File: config.mk
export PLATFORM = sky130hd
export DESIGN_NAME = fetch_ctrl
export DESIGN_NICKNAME = d
export VERILOG_FILES = /design/src/rtl/cpu_pkg.sv /design/src/rtl/sat_counter.sv /design/src/rtl/fetch_ctrl.sv
export SDC_FILE = /design/constraint.sdc
export NUM_CORES = 1
export LEC_CHECK = 0
export BUFFER_PORTS_ARGS = -buffer_cell sky130_fd_sc_hd__buf_4
export CAP_MARGIN = 10
export CORE_ASPECT_RATIO = 0.8
export CORE_UTILIZATION = 51
export DETAILED_ROUTE_END_ITERATION = 7
export HOLD_SLACK_MARGIN = 0.03
export PLACE_DENSITY = 0.82
export SYNTH_ARGS = -nofsm -noshare
export SYNTH_HDL_FRONTEND = slang
export SYNTH_SLANG_ARGS = --single-unit
File: constraint.sdc
create_clock -name clk -period 2.6 [get_ports clk]
set_input_delay 0.13 -clock clk [delete_from_list [all_inputs] [get_ports clk]]
set_output_delay 0.13 -clock clk [all_outputs]
set_load 0.02 [all_outputs]
File: src/rtl/cpu_pkg.sv
// Shared definitions for the CPU front end.
//   - fetch FSM state encoding (as localparams and as an enum built from them)
//   - PC increment and default reset vector
package cpu_pkg;

  localparam int          PC_INC        = 4;
  localparam logic [31:0] RESET_VEC_DEF = 32'h0000_0000;

  localparam logic [1:0] ST_IDLE       = 2'd0;
  localparam logic [1:0] ST_FETCH      = 2'd1;
  localparam logic [1:0] ST_REDIR_WAIT = 2'd2;

  typedef enum logic [1:0] {
    S_IDLE       = ST_IDLE,
    S_FETCH      = ST_FETCH,
    S_REDIR_WAIT = ST_REDIR_WAIT
  } fetch_state_e;

endpackage

File: src/rtl/sat_counter.sv
// Saturating up-counter for performance statistics.
//   clk    : clock
//   rst_n  : synchronous active-low clear
//   inc    : count this cycle
//   count  : current value, holds at all-ones
module sat_counter #(
  parameter int CNT_W = 16
) (
  input  logic             clk,
  input  logic             rst_n,
  input  logic             inc,
  output logic [CNT_W-1:0] count
);

  always_ff @(posedge clk) begin
    if (!rst_n) begin
      count <= '0;
    end else if (inc && (count != '1)) begin
      count <= count + CNT_W'(1);
    end
  end

endmodule

File: src/rtl/fetch_ctrl.sv
// Next-PC selection and fetch sequencing for the IF stage.
// Drives the PC register (pc_result/stall_ctrl) and the IF/ID register
// (if_id_stall/if_id_flush), arbitrating sequential fetch, EX branch
// redirects, ID jump redirects, load-use stalls and imem wait states.
//
// Ports:
//   clk, rst_n       : clock, synchronous active-low reset
//   pc_addr          : current PC from the PC register
//   imem_ready       : imem returns data for pc_addr this cycle
//   load_use_hazard  : ID-stage load-use hazard (held by its source)
//   br_taken/br_target   : EX branch redirect (wins over jump: older insn)
//   jmp_valid/jmp_target : ID jump redirect
//   imem_req         : fetch request for pc_addr
//   pc_result        : next PC, always word aligned
//   stall_ctrl       : hold the PC register
//   if_id_stall      : hold IF/ID
//   if_id_flush      : load a bubble into IF/ID (never together with stall)
//   stall_cnt        : saturating count of stall_ctrl cycles outside IDLE
//   state_dbg        : current FSM state
//
// Handshake: imem_req is held high for pc_addr in every non-IDLE cycle;
// a fetch completes in the cycle imem_ready=1 and nothing is buffered, so
// a cycle with imem_req=1 and imem_ready=0 simply repeats the request.
module fetch_ctrl
  import cpu_pkg::*;
#(
  parameter int                 WIDTH_I   = 32,
  parameter logic [WIDTH_I-1:0] RESET_VEC = WIDTH_I'(RESET_VEC_DEF),
  parameter int                 CNT_W     = 16
) (
  input  logic               clk,
  input  logic               rst_n,
  input  logic [WIDTH_I-1:0] pc_addr,
  input  logic               imem_ready,
  input  logic               load_use_hazard,
  input  logic               br_taken,
  input  logic [WIDTH_I-1:0] br_target,
  input  logic               jmp_valid,
  input  logic [WIDTH_I-1:0] jmp_target,
  output logic               imem_req,
  output logic [WIDTH_I-1:0] pc_result,
  output logic               stall_ctrl,
  output logic               if_id_stall,
  output logic               if_id_flush,
  output logic [CNT_W-1:0]   stall_cnt,
  output logic [1:0]         state_dbg
);

  localparam logic [WIDTH_I-1:0] ALIGN_MASK = ~WIDTH_I'(3);

  fetch_state_e       state, state_nxt;
  logic [WIDTH_I-1:0] pend_target, pend_nxt;
  logic               redirect;
  logic [WIDTH_I-1:0] target;
  logic [WIDTH_I-1:0] seq_pc;

  assign redirect  = br_taken | jmp_valid;
  assign target    = (br_taken ? br_target : jmp_target) & ALIGN_MASK;
  assign seq_pc    = (pc_addr + WIDTH_I'(PC_INC)) & ALIGN_MASK;
  assign state_dbg = state;

  // Defaults describe the common "hold PC, bubble IF/ID" case; each branch
  // only overrides what differs from it.
  always_comb begin
    state_nxt   = state;
    pend_nxt    = pend_target;
    imem_req    = 1'b1;
    pc_result   = pc_addr & ALIGN_MASK;
    stall_ctrl  = 1'b1;
    if_id_stall = 1'b0;
    if_id_flush = 1'b1;
    unique case (state)
      S_IDLE: begin
        imem_req  = 1'b0;
        pc_result = RESET_VEC & ALIGN_MASK;
        state_nxt = S_FETCH;
      end
      S_FETCH: begin
        if (imem_ready) begin
          if (redirect) begin
            pc_result  = target;
            stall_ctrl = 1'b0;
          end else if (load_use_hazard) begin
            if_id_stall = 1'b1;
            if_id_flush = 1'b0;
          end else begin
            pc_result   = seq_pc;
            stall_ctrl  = 1'b0;
            if_id_flush = 1'b0;
          end
        end else if (redirect) begin
          // The outstanding fetch belongs to the wrong path; remember where
          // to go once imem finishes it.
          pend_nxt  = target;
          state_nxt = S_REDIR_WAIT;
        end else if (load_use_hazard) begin
          if_id_stall = 1'b1;
          if_id_flush = 1'b0;
        end
      end
      S_REDIR_WAIT: begin
        // Flush supersedes load-use here, so the hazard input is unused.
        if (imem_ready) begin
          pc_result  = redirect ? target : pend_target;
          stall_ctrl = 1'b0;
          state_nxt  = S_FETCH;
        end else if (redirect) begin
          pend_nxt = target;
        end
      end
      default: begin
        state_nxt = S_IDLE;
      end
    endcase
  end

  always_ff @(posedge clk) begin
    if (!rst_n) begin
      state       <= S_IDLE;
      pend_target <= '0;
    end else begin
      state       <= state_nxt;
      pend_target <= pend_nxt;
    end
  end

  sat_counter #(.CNT_W(CNT_W)) u_stall_cnt (
    .clk   (clk),
    .rst_n (rst_n),
    .inc   (stall_ctrl && (state != S_IDLE)),
    .count (stall_cnt)
  );

endmodule

==> results of run 1 <==
worst paths after layout:
| path | from | to | slack (ns) |
|---|---|---|---|
| max | state_dbg[1]$_SDFFE_PN0P_ | pc_result[28] | 0.07 |
| min | jmp_target[11] | pend_target[11]$_SDFFE_PN0P_ | 0.11 |
| max reg2reg | state_dbg[0]$_SDFFE_PN0P_ | u_stall_cnt.count[15]$_SDFFE_PN0P_ | 0.33 |
| min reg2reg | pend_target[4]$_SDFFE_PN0P_ | pend_target[4]$_SDFFE_PN0P_ | 0.48 |
cell usage in the layout (no fill, tap or decap), drive strengths merged, types with 6 or more instances in the layout:
cell and instances:
mux2i 8, nand2 32, o21ai 49, dfxtp 50, ha 6, nor2 56, xor2 6, nand4 14
a21oi 55, o21a 6, nand2b 9, a22oi 28, nand3 20, and3 9, o22ai 18, buf 165
a22o 14, a221oi 12, inv 17, xnor2 8, nor4 10, a31oi 7, nor3 13
cell families after synthesis:
kind of cell | after synthesis
DFF | 50
and+or+nand+nor | 199
adders and majority gates | 6
buffers and inverters | 63
muxes | 8
AOI/OAI and AO/OA | 229
xor gates and xnor gates | 14
synth_stat cells (all sizes together), types with 5 or more instances:
cell and instances:
and3 9, o21ai 49, o21a 6, buf 21, o22ai 18, nand3 20
and4 5, a21oi 55, nand2 32, mux2i 8, a211o 5, a221oi 12
and2 5, nor3 13, nand4 14, inv 16, ha 6, nand2b 9
a31oi 7, nor2 56, nor4 10, clkbuf 24, xor2 6, dfxtp 50
a22oi 28, xnor2 8, a22o 14
routing by layer:
layer | vias up | track usage (%) | part of all wire (%)
li1 | 2438 | - | -
met1 | 2506 | 51.26 | 44
met2 | 297 | 53.34 | 45
met3 | 24 | 5.135 | 9.7
met4 | 0 | 7.426 | 1.4
met5 | - | 0 | 0
registers in the layout, indices dropped and copies added, names as in the netlist:
name,count
pend_target,32
u_stall_cnt.count,16
state_dbg,2
critical path, cell delays in order, from the launching register on:
cell      delay [ns]
dfxtp_2         0.40
inv_1           0.10
ha_4            0.21
buf_4           0.15
and2_1          0.21
and2_2          0.27
a32oi_1         0.21
o221ai_1        0.17
a21o_1          0.20
buf_4           0.16
metrics by stage:
| step | total power [mW] | setup TNS [ns] | utilization, % | instance area (um^2) | setup WS, ns |
|---|---|---|---|---|---|
| finish | 2.485 | 0 | 69.61 | 5532 | 0.06654 |
| global route | 2.592 | -0.04916 | 69.61 | 5532 | -0.02185 |
| CTS | 2.456 | 0 | 69.28 | 5505 | 0.07943 |
| detailed placement | 1.960 | 0 | 67.60 | 5371 | 0.1923 |
| global placement | 1.938 | 0 | 67.60 | 5371 | 0.2863 |
| floorplan | 1.501 | 0 | - | 4197 | 0.2749 |
final cells by class:
class | instances | area share [%]
inverters | 18 | 1.221
well taps | 108 | 2.443
clock buffers | 5 | 1.244
flip-flops and latches | 50 | 18.14
repair buffers | 165 | 22.39
clock inverters | 3 | 0.4298
multi-input cells | 456 | 54.13
timing repair:
| action | in CTS | in global routing |
|---|---|---|
| resized for setup | 12 | 8 |
| pin swaps | 0 | 1 |
| hold buffers | 0 | 0 |
| hold endpoints to repair | 0 | 0 |
| setup endpoints to repair | 16 | 9 |
power groups by stage:
stage | clock, mW | sequential (mW) | combinational [mW]
finish | 0.492 | 0.878 | 1.11
global route | 0.516 | 0.883 | 1.19
CTS | 0.494 | 0.873 | 1.09
detailed placement | 0 | 0.887 | 1.07
global placement | 0 | 0.886 | 1.05
floorplan | 0 | 0.886 | 0.615
==> flow_summary.toml, run 1 <==
[sta]
fmaxAchievable_mhz = 394.7
hold_viol = 0
worst_hold_slack_ns = 0.1129
relSlewSlack_pct = 46.99
slew_viol_final = 0
fin_crit_sh_pct = 97.44
grt_setup_unrepaired = "yes"
period_minus_slack_ns = 2.533
setup_violations = 0
fin_skew_ns = 0.01163
worstMarginPinSlew_ns = 0.7903

[pwr]
comb_power_share_pct = 44.9
power_frac_seq_pct = 35.3
switching_share_pct = 39.77
p_per_area_nw_per_um2 = 449.2
intPower_mw = 1.497
leakage_nw = 2.287
power_switching_mw = 0.9884
peakVddDrop_v = 0.0003039
p_clk_share_pct = 19.8

[grt]
first_global_vias = 4649
grt_antenna_before_repair = 0
grt_usage_pct = 34.83
grt_max_degree = 43
grt_pass1_wl_mm = 23.33
grt.overflow.total = 0

[yosys]
synth_top_family_by_area = "compound AO/OA/AOI/OAI gates"
syn_area_um2 = 4197
ys_seq_area_share_pct = 23.85
synthMuxAreaShare_pct = 1.908
synthFlopType = "dfxtp_1"
yosys.area_share.xor_xnor_pct = 2.922
synth_cells = 569
yosys_warnings = 0
synth_fa_ha_area_share_pct = 1.789
synth_edf_count = 0
avgSynthCellArea_um2 = 7.375
netlist.area_leader.share_pct = 23.85
syn-num-nets = 677
synth.area.top_cells = "dfxtp_1 (24%), a21oi_1 (6.6%), o21ai_0 (5.6%)"
yosysTopAreaCell = "dfxtp_1"
postSynth.asyncResetShare_pct = 0
synth-simple-area-share_pct = 27.07
synth_compound_area_share_pct = 35.99
ys_seq_elements = 50
synth_cell_types = 80

[die]
die_y_um = 83.14
initial_core_util_pct = 52.81
die-area_um2 = 8597
rows = 29
io_pins = 156
die_x_um = 103.4
core_area_um2 = 7946

[clock_tree]
clockRootBuffer = "clkbuf_8"
cts_tree = "built"
cts_sinks = 50
post_cts_buffers = 0
clockBufferDepth = 2
clkLatencyLatePin_ns = 0.31
numCtsBuffers = 5
cts_max_level = 2
clkTransAtPathRegs_ns = 0.11

[worst_setup_path]
worstPathMaxFanout = 9
arrival_ns = 2.40
critPathKind = "register to output pin"
crit_path_end_kind = "output pin"
cp-start-kind = "register"
worstPathRequired_ns = 2.47
reg2regPathDepth = 8

[placement]
placed_cells = 797
dp_hpwl_mm = 11.49
globalplace.congestion = 0.9334
port_buffers = 149

[cells_and_area]
drive_gt1_share_pct = 29.70
num_antenna_cells = 0
regArea_um2 = 1003
finalNonFillerCells = 805
multi_input_area_um2 = 2994
area_growth_pct = 31.81
nFillCells = 699
num-nets-final = 804

[routing]
antenna_left = 0
dr.first_iter.drc_count = 455
wire_per_inst_um = 18.91
remaining_drc_errors = 0
vias_per_cell = 6.540
wirelength_mm = 15.22
firstDrtPassIters = 5
dr_total_vias = 5265

[min_path]
hold_path.class = "input port to register"
hold_path_depth = 3

[status]
status = "finished clean"

[run]
maxCapViolations = 0
Power figures use the tool's default switching activity.
==> inputs of run 2 (changes only) <==
--- a/config.mk
+++ b/config.mk
@@ -9,6 +9,7 @@
 export CAP_MARGIN = 10
 export CORE_ASPECT_RATIO = 0.8
 export CORE_UTILIZATION = 51
+export CTS_BUF_LIST = sky130_fd_sc_hd__clkbuf_16
 export DETAILED_ROUTE_END_ITERATION = 7
 export HOLD_SLACK_MARGIN = 0.03
 export PLACE_DENSITY = 0.82
==> run 2 against run 1 <==
  * Power grew 7.3%
  * Clock-buffer cell count unchanged
  * Sequential share of layout area down 0.13 points
  * Register-to-register slack about the same
  * Wire length up 1.2%
  * Non-clock buffer count stayed put
  * Clock skew decreased by 0.0034 ns
  * Via count down 0.19%
  * Design area is 0.70% higher
  * Worst setup slack lost 0.019 ns
  * Worst hold slack gained 0.026 ns
  * Clock power grew 37%
  * Largest cell class unchanged
  * Largest power group unchanged
==> flow_summary.toml, run 2 (synthesis gave the netlist of run 1 again) <==
[status]
status = "finished clean"

[placement]
dpl_cell_area_um2 = 5371
port_buffers = 149
dpl_worst_slack_ns = 0.1923
placed_cells = 797
dp_hpwl_mm = 11.49
globalplace.congestion = 0.9334

[worst_setup_path]
crit_cells = 9
crit_top_cell = "buf_4"
reg2regPathDepth = 8
critPathKind = "register to output pin"
r2r_end = "u_stall_cnt.count[15]$_SDFFE_PN0P_"
max_stage_delay_ns = 0.38
r2r_start = "state_dbg[0]$_SDFFE_PN0P_"
crit_path_end_kind = "output pin"
r2r_setup_slack_ns = 0.33
arrival_ns = 2.42
worstPathRequired_ns = 2.47
cpMaxStageDelayCell = "dfxtp_2"
worst-path-buf-inv = 3
crit_chain = "inv_1, ha_4, buf_4, and2_0, and2_1, a32oi_1, o221ai_1, a21o_1, buf_4"
cp-start-kind = "register"
critPathTopFamily = "compound AO/OA/AOI/OAI gates"
worstPathMaxFanout = 9

[pwr]
total_power_mw = 2.667
peakVddDrop_v = 0.0002881
p_per_area_nw_per_um2 = 478.8
leakage_nw = 2.310

[clock_tree]
clkTransAtPathRegs_ns = 0.07
clockBufferDepth = 2
cts_max_level = 2
clkLatencyLatePin_ns = 0.29
cts_tree = "built"
numCtsBuffers = 5
clockRootBuffer = "clkbuf_16"
cts_sinks = 50

[sta]
worstMarginPinSlew_ns = 0.8146
fmaxAchievable_mhz = 391.8
fin_crit_sh_pct = 98.18
slew_viol_final = 0
setup_tns_ns = 0
hold_viol = 0
setup_ws_ns = 0.04738
fin_skew_ns = 0.008211
relSlewSlack_pct = 45.36
grt_setup_unrepaired = "yes"
worst_hold_slack_ns = 0.1388
period_minus_slack_ns = 2.553
setup_violations = 0

[routing]
dr_total_vias = 5255
dr.first_iter.drc_count = 489
remaining_drc_errors = 0
antenna_left = 0
vias_per_cell = 6.528
wirelength_mm = 15.41
firstDrtPassIters = 6
wire_per_inst_um = 19.14

[cells_and_area]
num_antenna_cells = 0
largest_register = "pend_target"
drive_gt1_share_pct = 29.41
num-nets-final = 804
finalNonFillerCells = 805
nFillCells = 693
largest_register_ffs = 32
post-route-util_pct = 70.10
final_cell_mix = "buf_4 (165), a21oi_1 (55), nor2_1 (54), dfxtp_1 (48), o21ai_0 (45)"
area_growth_pct = 32.74
fin_area_um2 = 5570
final_common_cell = "buf_4"

[die]
core_area_um2 = 7946
rows = 29
die_x_um = 103.4
die-area_um2 = 8597
die_y_um = 83.14
initial_core_util_pct = 52.81
io_pins = 156

[min_path]
hold_path_depth = 3
hold_path.class = "input port to register"
holdPathEnd = "pend_target[11]$_SDFFE_PN0P_"
min_from = "jmp_target[11]"

[grt]
grt.overflow.total = 0
first_global_vias = 4672
grt_max_degree = 43
grt_antenna_before_repair = 0
grt_usage_pct = 35.04
grt_pass1_wl_mm = 23.52

[run]
maxCapViolations = 0
==> run 2: cell types whose count changed in the layout (fill, tap and decap cells not counted) <==
cell / before / now
o21ai_1: 4 / 3
ha_2: 1 / 2
ha_4: 2 / 1
clkbuf_8: 5 / 0
clkbuf_16: 0 / 5
o221ai_2: 1 / 0
and2_2: 2 / 1
and2_0: 1 / 2
o21ai_0: 44 / 45
o221ai_1: 1 / 2
==> run 2: final cells by class <==
type	instances	area [um^2]	share of cell area, %
Clock buffer	5	125.1	2.246
Clock inverter	3	23.77	0.4268
Tap cell	108	135.1	2.426
Multi-Input combinational cell	456	2977	53.44
Sequential cell	50	1003	18.01
Inverter	18	67.56	1.213
Timing Repair Buffer	165	1239	22.24
==> run 2: worst max-delay path by stage <==
stage | from | to | slack (ns)
4_1_cts | state_dbg[1]$_SDFFE_PN0P_ | pc_result[28] | 0.004
6_report | state_dbg[1]$_SDFFE_PN0P_ | pc_result[28] | 0.05
3_3_place_gp | state_dbg[0]$_SDFFE_PN0P_ | pc_result[29] | 0.29
5_1_grt | state_dbg[0]$_SDFFE_PN0P_ | pc_result[27] | -0.03
3_5_place_dp | state_dbg[1]$_SDFFE_PN0P_ | pc_result[24] | 0.19
2_1_floorplan | state_dbg[0]$_SDFFE_PN0P_ | pc_result[20] | 0.27
==> run 2: report_power, final <==
group	switching, mW	leakage (nW)	internal (mW)
Clock	0.314	0.0664	0.361
Sequential	0.0501	0.407	0.826
Combinational	0.641	1.84	0.475
Total	1.00	2.31	1.66
==> run 2: worst reg2reg max path, stage by stage (launching register included) <==
cell      delay, ns
dfxtp_2        0.36
inv_1          0.09
ha_2           0.33
o21bai_1       0.14
buf_4          0.16
a311o_1        0.43
nor4_1         0.41
nand3b_1       0.12
o211a_1        0.14
==> run 2: layer usage <==
metal  vias to the layer above  share of wire [%]  global-route usage, %
met3                        28                 11                  4.545
met1                      2450                 43                  51.94
met5                         -                  0                      0
met2                       340                 45                  53.04
met4                         0                1.7                  8.835
li1                       2437                  -                      -
==> run 2: repair_timing <==
item,in CTS,in global routing
endpoints found under the setup margin,17,20
hold buffers,0,0
gates resized for setup,6,9
setup buffers,0,0
